### src/rtl/fetch_prefetch_unit.sv
// Instruction fetch front end: sequential prefetch into a small FIFO, handed to the
// decoder over valid/ready, with epoch-tagged redirect flush and a halt/drain mode.
module fetch_prefetch_unit #(
    parameter int unsigned       ADDR_W   = 9,
    parameter int unsigned       INSTR_W  = 16,
    parameter int unsigned       DEPTH    = 2,
    parameter int unsigned       RD_LAT   = 1,
    parameter logic [ADDR_W-1:0] RESET_PC = '0
) (
    input  logic               clk,
    input  logic               reset,
    output logic [1:0]         mem_cmd,
    output logic [ADDR_W-1:0]  mem_addr,
    input  logic [INSTR_W-1:0] mem_rdata,
    output logic [INSTR_W-1:0] instr,
    output logic [ADDR_W-1:0]  instr_pc,
    output logic [ADDR_W-1:0]  instr_pc_next,
    output logic               instr_valid,
    input  logic               instr_ready,
    input  logic               redirect_valid,
    input  logic [ADDR_W-1:0]  redirect_pc,
    input  logic               halt_req,
    output logic               halted
);
    localparam int unsigned PtrW = (DEPTH > 1) ? $clog2(DEPTH) : 1;
    localparam int unsigned CntW = $clog2(DEPTH + 1);
    localparam int unsigned InfW = $clog2(RD_LAT + 1);

    typedef enum logic [1:0] {StRun, StStop, StHalted} state_e;
    state_e state_q, state_d;

    logic [ADDR_W-1:0] fetch_pc_q, fetch_pc_d;
    logic              epoch_q;
    logic [CntW-1:0]   count_q, count_d;
    logic [InfW-1:0]   inflight_q, inflight_d;
    logic [PtrW-1:0]   rd_ptr_q, wr_ptr_q;

    // live is cleared by any redirect the entry travels through, so two quick
    // redirects cannot alias the single epoch bit
    logic [RD_LAT-1:0] pipe_valid_q, pipe_live_q, pipe_epoch_q;
    logic [ADDR_W-1:0] pipe_pc_q [RD_LAT];

    logic [INSTR_W-1:0] buf_instr_q [DEPTH];
    logic [ADDR_W-1:0]  buf_pc_q    [DEPTH];

    logic        issue, push, pop, resp;
    logic [31:0] credit_used;

    function automatic logic [PtrW-1:0] ptr_inc(input logic [PtrW-1:0] p);
        return (32'(p) == DEPTH - 1) ? '0 : p + PtrW'(1);
    endfunction

    assign instr_valid   = (count_q != '0);
    assign instr         = instr_valid ? buf_instr_q[rd_ptr_q] : '0;
    assign instr_pc      = instr_valid ? buf_pc_q[rd_ptr_q] : '0;
    assign instr_pc_next = instr_pc + ADDR_W'(1);
    assign halted        = (state_q == StHalted);

    assign resp = pipe_valid_q[RD_LAT-1];
    assign push = resp & pipe_live_q[RD_LAT-1] & (pipe_epoch_q[RD_LAT-1] == epoch_q)
                  & ~redirect_valid;
    assign pop  = instr_valid & instr_ready & ~redirect_valid;

    // A pop this cycle frees a slot in time for a read issued now to land in it
    assign credit_used = 32'(count_q) + 32'(inflight_q) - 32'(pop);
    assign issue = ~reset & (state_q == StRun) & ~halt_req & ~redirect_valid
                   & (credit_used < DEPTH);

    assign mem_cmd  = {1'b0, issue};
    assign mem_addr = fetch_pc_q;

    always_comb begin
        count_d    = count_q + CntW'(push) - CntW'(pop);
        inflight_d = inflight_q + InfW'(issue) - InfW'(resp);
        fetch_pc_d = fetch_pc_q;
        if (redirect_valid) begin
            count_d    = '0;
            fetch_pc_d = redirect_pc;
        end else if (issue) begin
            fetch_pc_d = fetch_pc_q + ADDR_W'(1);
        end
    end

    always_comb begin
        state_d = state_q;
        if (redirect_valid && halt_req) begin
            state_d = StStop;
        end else begin
            case (state_q)
                StRun:    if (halt_req) state_d = StStop;
                StStop: begin
                    if (redirect_valid) state_d = StRun;
                    else if (count_q == '0 && inflight_q == '0) state_d = StHalted;
                end
                StHalted: if (redirect_valid) state_d = StRun;
                default:  state_d = StRun;
            endcase
        end
    end

    always_ff @(posedge clk) begin
        if (reset) begin
            state_q      <= StRun;
            fetch_pc_q   <= RESET_PC;
            epoch_q      <= 1'b0;
            count_q      <= '0;
            inflight_q   <= '0;
            rd_ptr_q     <= '0;
            wr_ptr_q     <= '0;
            pipe_valid_q <= '0;
            pipe_live_q  <= '0;
            pipe_epoch_q <= '0;
            for (int i = 0; i < RD_LAT; i++) pipe_pc_q[i] <= '0;
        end else begin
            state_q    <= state_d;
            fetch_pc_q <= fetch_pc_d;
            count_q    <= count_d;
            inflight_q <= inflight_d;
            if (redirect_valid) begin
                epoch_q  <= ~epoch_q;
                rd_ptr_q <= '0;
                wr_ptr_q <= '0;
            end else begin
                if (pop)  rd_ptr_q <= ptr_inc(rd_ptr_q);
                if (push) wr_ptr_q <= ptr_inc(wr_ptr_q);
            end
            pipe_valid_q[0] <= issue;
            pipe_live_q[0]  <= 1'b1;
            pipe_epoch_q[0] <= epoch_q;
            pipe_pc_q[0]    <= fetch_pc_q;
            for (int i = 1; i < RD_LAT; i++) begin
                pipe_valid_q[i] <= pipe_valid_q[i-1];
                pipe_live_q[i]  <= pipe_live_q[i-1] & ~redirect_valid;
                pipe_epoch_q[i] <= pipe_epoch_q[i-1];
                pipe_pc_q[i]    <= pipe_pc_q[i-1];
            end
        end
    end

    always_ff @(posedge clk) begin
        if (push) begin
            buf_instr_q[wr_ptr_q] <= mem_rdata;
            buf_pc_q[wr_ptr_q]    <= pipe_pc_q[RD_LAT-1];
        end
    end

endmodule

### config.mk
export PLATFORM = sky130hd
export DESIGN_NAME = fetch_prefetch_unit
export DESIGN_NICKNAME = d
export VERILOG_FILES = /design/src/rtl/fetch_prefetch_unit.sv
export SDC_FILE = /design/constraint.sdc
export NUM_CORES = 1
export LEC_CHECK = 0
export CAP_MARGIN = 10
export CORE_AREA = 2 2 92 94
export CTS_BUF_LIST = sky130_fd_sc_hd__clkbuf_16
export CTS_CLUSTER_SIZE = 40
export DETAILED_ROUTE_END_ITERATION = 12
export DIE_AREA = 0 0 94 96
export PLACE_DENSITY = 0.82
export SYNTH_ARGS = -nofsm -noshare
export SYNTH_HDL_FRONTEND = slang
export SYNTH_SLANG_ARGS = --single-unit
### constraint.sdc
create_clock -name clk -period 4.04 [get_ports clk]
set_input_delay 0.404 -clock clk [delete_from_list [all_inputs] [get_ports clk]]
set_output_delay 0.404 -clock clk [all_outputs]
set_load 0.01 [all_outputs]
==> qor.log, run 1 <==
[critical_path] Worst Setup Path Type in -> out
[drt] number of DRC violations after detailed routing 0
[logic_synthesis] flops & latches, synth 80
[logic_synthesis] top cell types by occurrence after synthesis sky130_fd_sc_hd__edfxtp_1 (50), sky130_fd_sc_hd__nor2_1 (34), sky130_fd_sc_hd__dfxtp_1 (30), sky130_fd_sc_hd__mux2i_1 (26), sky130_fd_sc_hd__nand2_1 (16)
[logic_synthesis] number of flops mapped to enable cells by yosys 50
[placed_design] HPWL after detailed placement 4720 um
[clocking] clock buffers created by TritonCTS 9
[global_routing] initial antenna violation count 0
[die] Die Footprint 9020 um^2
[timing] final number of setup-violating endpoints 0
[cells_and_area] fraction of layout instances using a drive strength above 1 7.18%
[critical_path] slowest cell on the critical path sky130_fd_sc_hd__clkdlybuf4s50_1
[logic_synthesis] synthesized area divided by synthesized cell count 12.1 um^2
[clocking] Sinks on Clock Net 80
[clocking] TritonCTS clock tree built
[hold_path] type of the worst min-delay path reg -> reg
[logic_synthesis] Async SR Flop Fraction 0%
[die] Ports 77
[global_routing] global route total overflow 0
[timing] share of the cycle needed by the critical path after routing 90.9%
[logic_synthesis] part of the Yosys area used for sequential elements 62.5%
[logic_synthesis] area share of the leading cell type in the synthesized netlist 44.7%
[timing] count of final hold-check violations 0
[clocking] insertion delay of the later-clocked pin in the worst-skew pair 320 ps
[logic_synthesis] Post-Syn Nets 312
[logic_synthesis] YS warnings 0
[timing] number of pins exceeding their max-slew limit in the final report 0
[logic_synthesis] largest cells by area after synthesis sky130_fd_sc_hd__edfxtp_1 (45%), sky130_fd_sc_hd__dfxtp_1 (18%), sky130_fd_sc_hd__mux2i_1 (7.7%)
[timing] Max Fclk 272 MHz
[drt] Routed wire per std cell 14.6 um
[pwr] Power Dens Cells 416 nW/um^2
[clocking] Clock Root Buffer sky130_fd_sc_hd__clkbuf_16
[placed_design] quantity of I/O buffers inserted on ports 75
[logic_synthesis] netlist area before placement 3360 um^2
[status] run status completed
[hold_path] hold path start pipe_pc_q[0][5]
[clocking] post-cts resize count 0
[drt] Initial DRC Count 72
[pwr] highest ir drop seen on vdd 0.230 mV
[die] horizontal die dimension 94 um
[cells_and_area] Layout Area Growth over Synthesis 36.0%
[critical_path] CP Capture Type output port
[timing] final worst-path setup slack 366 ps
[timing] setup repair after global routing missed its margin false
[logic_synthesis] top flip-flop cell by instance count after synthesis sky130_fd_sc_hd__edfxtp_1
[drt] DRT Pass-1 Iters 5
[critical_path] CP Max Fanout 11
[placed_design] pre-CTS setup slack 402 ps
[cells_and_area] Ant. Diodes 0
[die] Site Rows 33
[logic_synthesis] post-synth top area cell sky130_fd_sc_hd__edfxtp_1
[drt] final antenna-violating net count 0
[clocking] number of buffers between clock root and the deepest sink 2
[clocking] hold_buf cts 0
[timing] slew at the pin with the worst max-slew slack 581 ps
[logic_synthesis] gate count of the mapped netlist 278
[die] area of the placeable core 8050 um^2
[clocking] Clock H-tree levels 3
[critical_path] cell chain of the critical path clkdlybuf4s50_1, inv_1, nand2_1, or3_1, fa_1, nor4_4, nand3_2, clkinv_1, clkdlybuf4s50_1
[timing] worst slew slack as a fraction of its limit 60.8%
[timing] shortest clock period the worst path allows after layout 3670 ps
[logic_synthesis] most common cell in the netlist sky130_fd_sc_hd__edfxtp_1
[critical_path] critical path's most frequent cell sky130_fd_sc_hd__clkdlybuf4s50_1
[critical_path] source of the critical timing path redirect_valid
[drt] final wirelength 6810 um
[global_routing] largest net degree at the start of global routing 31
[placed_design] global placement routability congestion 0.896
[critical_path] endpoint required time on the critical path 3640 ps
[critical_path] critical path startpoint category input port
[critical_path] Largest stage delay, worst path 570 ps
[timing] Setup TNS 0 ps
[cells_and_area] Final #Nets 391
[logic_synthesis] post-synthesis cell type count 41
[clocking] clock transition at the registers of the reported paths 60 ps
[global_routing] Total GRT Usage 15.9%
[pwr] leakage power of the design 1.54 nW
[drt] via count 2338
[flow_run] count of maximum capacitance violations 0
[timing] largest clock skew in the final design 5.12 ps
[global_routing] via count of the first global-routing pass 2311
[die] effective utilization at floorplan 41.7%
[drt] Vias per Instance 5.01
[cells_and_area] number of filler instances in the final layout 693
[clocking] post-CTS setup buffers 0
[critical_path] arrival time at the worst endpoint 3270 ps
[global_routing] global-route wire length before repair 10900 um
[die] overall die height 96 um
[critical_path] Crit Reg-Reg Startpoint count_q[1]
[cells by family (layout without fill, tap and decap cells)]
family | after synthesis | count (layout) | synth area share (%)
AND/OR/NAND/NOR | 102 | 102 | 14.9
flip-flops | 80 | 80 | 62.5
multiplexers | 26 | 26 | 7.74
AO/OA/AOI/OAI | 25 | 25 | 5.40
buffers and inverters | 23 | 107 | 3.13
XOR/XNOR | 17 | 17 | 4.43
adder cells (fa/ha/maj) | 4 | 4 | 1.71
other | 1 | 1 | 0.112
[sequential cells by signal, indices dropped and copies added (netlist names), 2 cells and up, named ones only]
signal       flops
pipe_pc_q        9
mem_addr         9
buf_instr_q     32
state_q          2
count_q          2
buf_pc_q        18
[path summary, 6_finish.rpt]
kind / endpoint / slack [ps] / depth (start not counted)
worst min register to register: buf_pc_q[1][5] / 420 / 0
worst min-delay path: buf_pc_q[1][5] / 420 / 0
worst max register to register: mem_addr[1] / 1510 / 8
worst max-delay path: mem_cmd[0] / 370 / 9
[final cells by class]
type	count	area, um^2	area share (%)
sequential	80	2100	46.0
multi-input combinational	175	1160	25.4
clock inverter	7	111	2.44
tap	105	131	2.88
inverter	9	33.8	0.739
clock buffer	9	225	4.93
timing repair buffer	82	803	17.6
[routing by layer]
| metal | GRT usage, % | vias to the layer above | share of wire, % |
|---|---|---|---|
| met3 | 4.07 | 8 | 4.3 |
| met5 | 0 | - | 0 |
| met4 | 7.85 | 0 | 2.2 |
| li1 | - | 1153 | - |
| met1 | 19.3 | 1114 | 43 |
| met2 | 26.4 | 63 | 50 |
[metrics by stage]
stage	total power (W)	area [um^2]	std cells	hold slack [ps]	utilization (%)
after floorplan	0.000964	3360	278	404	-
after global placement	0.00102	4230	451	409	52.6
after detailed placement	0.00103	4230	451	413	52.6
after CTS	0.00193	4570	467	422	56.8
after global routing	0.00197	4570	467	429	56.8
final	0.00190	4570	467	423	56.8
[power breakdown]
group	switching, W	internal [W]	leakage (nW)
clock network	0.000293	0.000599	0.172
registers	0.0000172	0.000883	0.692
logic	0.0000484	0.0000612	0.679
total	0.000358	0.00154	1.54
[layout by cell type (no fill, tap or decap), drive strengths merged, types with 4 or more instances in the layout]
master / n
mux2i: 26
inv: 11
nor2b: 11
a31oi: 5
nor3: 12
clkbuf: 9
xnor2: 13
nand2: 16
edfxtp: 50
and2: 4
nor2: 34
buf: 7
clkdlybuf4s50: 75
dfxtp: 30
nand3: 14
xor2: 4
[worst max-delay path, delay by kind of cell]
kind / cells / cell delay (ps)
buffers and inverters: 4 / 1430
adders and majority gates: 1 / 490
and+or+nand+nor: 4 / 930
(Power assumes the default switching activity.)
==> inputs of run 2 (changes only) <==
==> constraint.sdc (replaced) <==
create_clock -name clk -period 4.04 [get_ports clk]
set_input_delay 0.808 -clock clk [delete_from_list [all_inputs] [get_ports clk]]
set_output_delay 0.808 -clock clk [all_outputs]
set_load 0.01 [all_outputs]
==> qor.log, run 2 (same netlist as run 1, synthesis figures left out) <==
[pwr] Power Dens Cells 385 nW/um^2
[placed_design] global placement routability congestion 0.827
[cells_and_area] registers with the most flip-flops buf_instr_q: 32 flops, buf_pc_q: 18 flops
[drt] Initial DRC Count 95
[cells_and_area] Final #Nets 396
[placed_design] DP Cell Count 456
[global_routing] Total GRT Usage 15.7%
[critical_path] CP Capture Type output port
[pwr] Pwr Total 0.00176 W
[clocking] clock transition at the registers of the reported paths 60 ps
[critical_path] CP Max Fanout 3
[timing] Max Fclk 281 MHz
[placed_design] quantity of I/O buffers inserted on ports 75
[clocking] number of buffers between clock root and the deepest sink 2
[global_routing] via count of the first global-routing pass 2303
[drt] final wirelength 6680 um
[pwr] leakage power of the design 1.54 nW
[clocking] Clock Root Buffer sky130_fd_sc_hd__clkbuf_16
[clocking] TritonCTS clock tree built
[cells_and_area] flip-flop count of the largest register, all copies and words added 32
[cells_and_area] final std cells w/o fill 472
[drt] final antenna-violating net count 0
[timing] Setup TNS 0 ps
[die] horizontal die dimension 94 um
[drt] Vias per Instance 4.97
[cells_and_area] Reg with most FFs buf_instr_q
[timing] number of pins exceeding their max-slew limit in the final report 0
[critical_path] critical path startpoint category input port
[flow_run] count of maximum capacitance violations 0
[cells_and_area] Layout Area Growth over Synthesis 35.8%
[timing] largest clock skew in the final design 8.30 ps
[cells_and_area] FF+latch area 2100 um^2
[drt] top layer reached by signal wires met4
[timing] setup repair after global routing missed its margin false
[die] effective utilization at floorplan 41.7%
[clocking] clock buffers created by TritonCTS 9
[clocking] insertion delay of the later-clocked pin in the worst-skew pair 330 ps
[drt] detailed route wirelength on metal3 403 um
[timing] shortest clock period the worst path allows after layout 3560 ps
[clocking] Sinks on Clock Net 80
[global_routing] largest net degree at the start of global routing 31
[cells_and_area] most common cell after layout, fill and taps aside sky130_fd_sc_hd__clkdlybuf4s50_1
[hold_path] type of the worst min-delay path reg -> reg
[drt] met2 routed WL 3330 um
[clocking] Clock H-tree levels 3
[drt] number of DRC violations after detailed routing 0
[drt] via count 2348
[placed_design] HPWL after detailed placement 4620 um
[cells_and_area] top library cells by usage in the layout, fill and taps aside sky130_fd_sc_hd__clkdlybuf4s50_1 (74), sky130_fd_sc_hd__edfxtp_1 (50), sky130_fd_sc_hd__nor2_1 (33)
[die] Ports 77
[cells_and_area] Ant. Diodes 0
[timing] worst slew slack as a fraction of its limit 62.1%
[critical_path] arrival time at the worst endpoint 2750 ps
[die] area of the placeable core 8050 um^2
[drt] Routed wire per std cell 14.2 um
[cells_and_area] number of filler instances in the final layout 684
[global_routing] global route total overflow 0
[clocking] post-CTS setup buffers 0
[die] overall die height 96 um
[timing] share of the cycle needed by the critical path after routing 88.2%
[cells_and_area] multi-input gate area in the final layout 1170 um^2
[status] run status completed
[timing] count of final hold-check violations 0
[critical_path] endpoint required time on the critical path 3230 ps
[critical_path] Worst Setup Path Type in -> out
[critical_path] cells on worst reg2reg path 8
[drt] wl on met1 2800 um
[global_routing] initial antenna violation count 0
[timing] worst hold margin 428 ps
[pwr] highest ir drop seen on vdd 0.206 mV
[cells_and_area] fraction of layout instances using a drive strength above 1 8.99%
[drt] DRT Pass-1 Iters 4
[die] Site Rows 33
[hold_path] WHS Path Cells 0
[timing] slew at the pin with the worst max-slew slack 567 ps
[global_routing] global-route wire length before repair 10800 um
[timing] final number of setup-violating endpoints 0
[die] Die Footprint 9020 um^2
-- run 2: cell count changes in the layout (fill, tap and decap cells not counted) --
cell | before | now
sky130_fd_sc_hd__buf_4 | 7 | 12
sky130_fd_sc_hd__bufinv_16 | 3 | 0
sky130_fd_sc_hd__clkdlybuf4s50_1 | 75 | 74
sky130_fd_sc_hd__clkinv_4 | 0 | 1
sky130_fd_sc_hd__clkinvlp_4 | 0 | 3
sky130_fd_sc_hd__dlymetal6s2s_1 | 0 | 1
sky130_fd_sc_hd__inv_1 | 10 | 8
sky130_fd_sc_hd__inv_8 | 0 | 1
sky130_fd_sc_hd__nor4_2 | 1 | 0
sky130_fd_sc_hd__nor4_4 | 1 | 2
-- run 2: final timing paths --
kind                                       from              to  slack (ps)
worst max-delay path                instr_ready      mem_cmd[0]         480
worst min-delay path            pipe_pc_q[0][6]  buf_pc_q[0][6]         430
worst max register to register       count_q[1]     mem_addr[7]        1540
worst min register to register  pipe_pc_q[0][6]  buf_pc_q[0][6]         430
-- run 2: layer usage --
layer / track usage (%) / vias to the layer above
li1: - / 1166
met1: 18.8 / 1090
met2: 26.6 / 77
met3: 3.92 / 15
met4: 7.61 / 0
met5: 0 / -
-- run 2: where the power goes --
| group | total [W] | switching, W | leakage, nW | internal [W] |
|---|---|---|---|---|
| Clock | 0.000745 | 0.000323 | 0.130 | 0.000422 |
| Combinational | 0.000113 | 0.0000491 | 0.720 | 0.0000640 |
| Sequential | 0.000900 | 0.0000172 | 0.692 | 0.000883 |
-- run 2: per-stage QoR --
stage	util, %	setup WS [ps]	cell area [um^2]
3_3_place_gp	53.1	118	4280
4_1_cts	56.6	89.8	4560
5_1_grt	56.7	357	4560
6_report	56.7	477	4560
3_5_place_dp	53.1	97.4	4280
2_1_floorplan	-	838	3370
-- run 2: cell type report --
class	count	area share, %
tap	105	2.88
clock buffer	9	4.94
inverter	9	0.740
sequential	80	46.1
multi-input combinational	175	25.7
clock inverter	7	1.23
timing repair buffer	87	18.5
-- run 2: worst max-delay path, cell delays in order --
cell,delay (ps)
sky130_fd_sc_hd__clkdlybuf4s50_1,500
sky130_fd_sc_hd__nand2_1,100
sky130_fd_sc_hd__or3_1,330
sky130_fd_sc_hd__fa_1,490
sky130_fd_sc_hd__nor4_4,180
sky130_fd_sc_hd__nand3_2,110
sky130_fd_sc_hd__clkinv_1,70
sky130_fd_sc_hd__dlymetal6s2s_1,160
-- run 2: timing repair --
item,CTS,global route
hold buffers,0,0
gates resized for setup,0,1
endpoints found under the setup margin,0,1
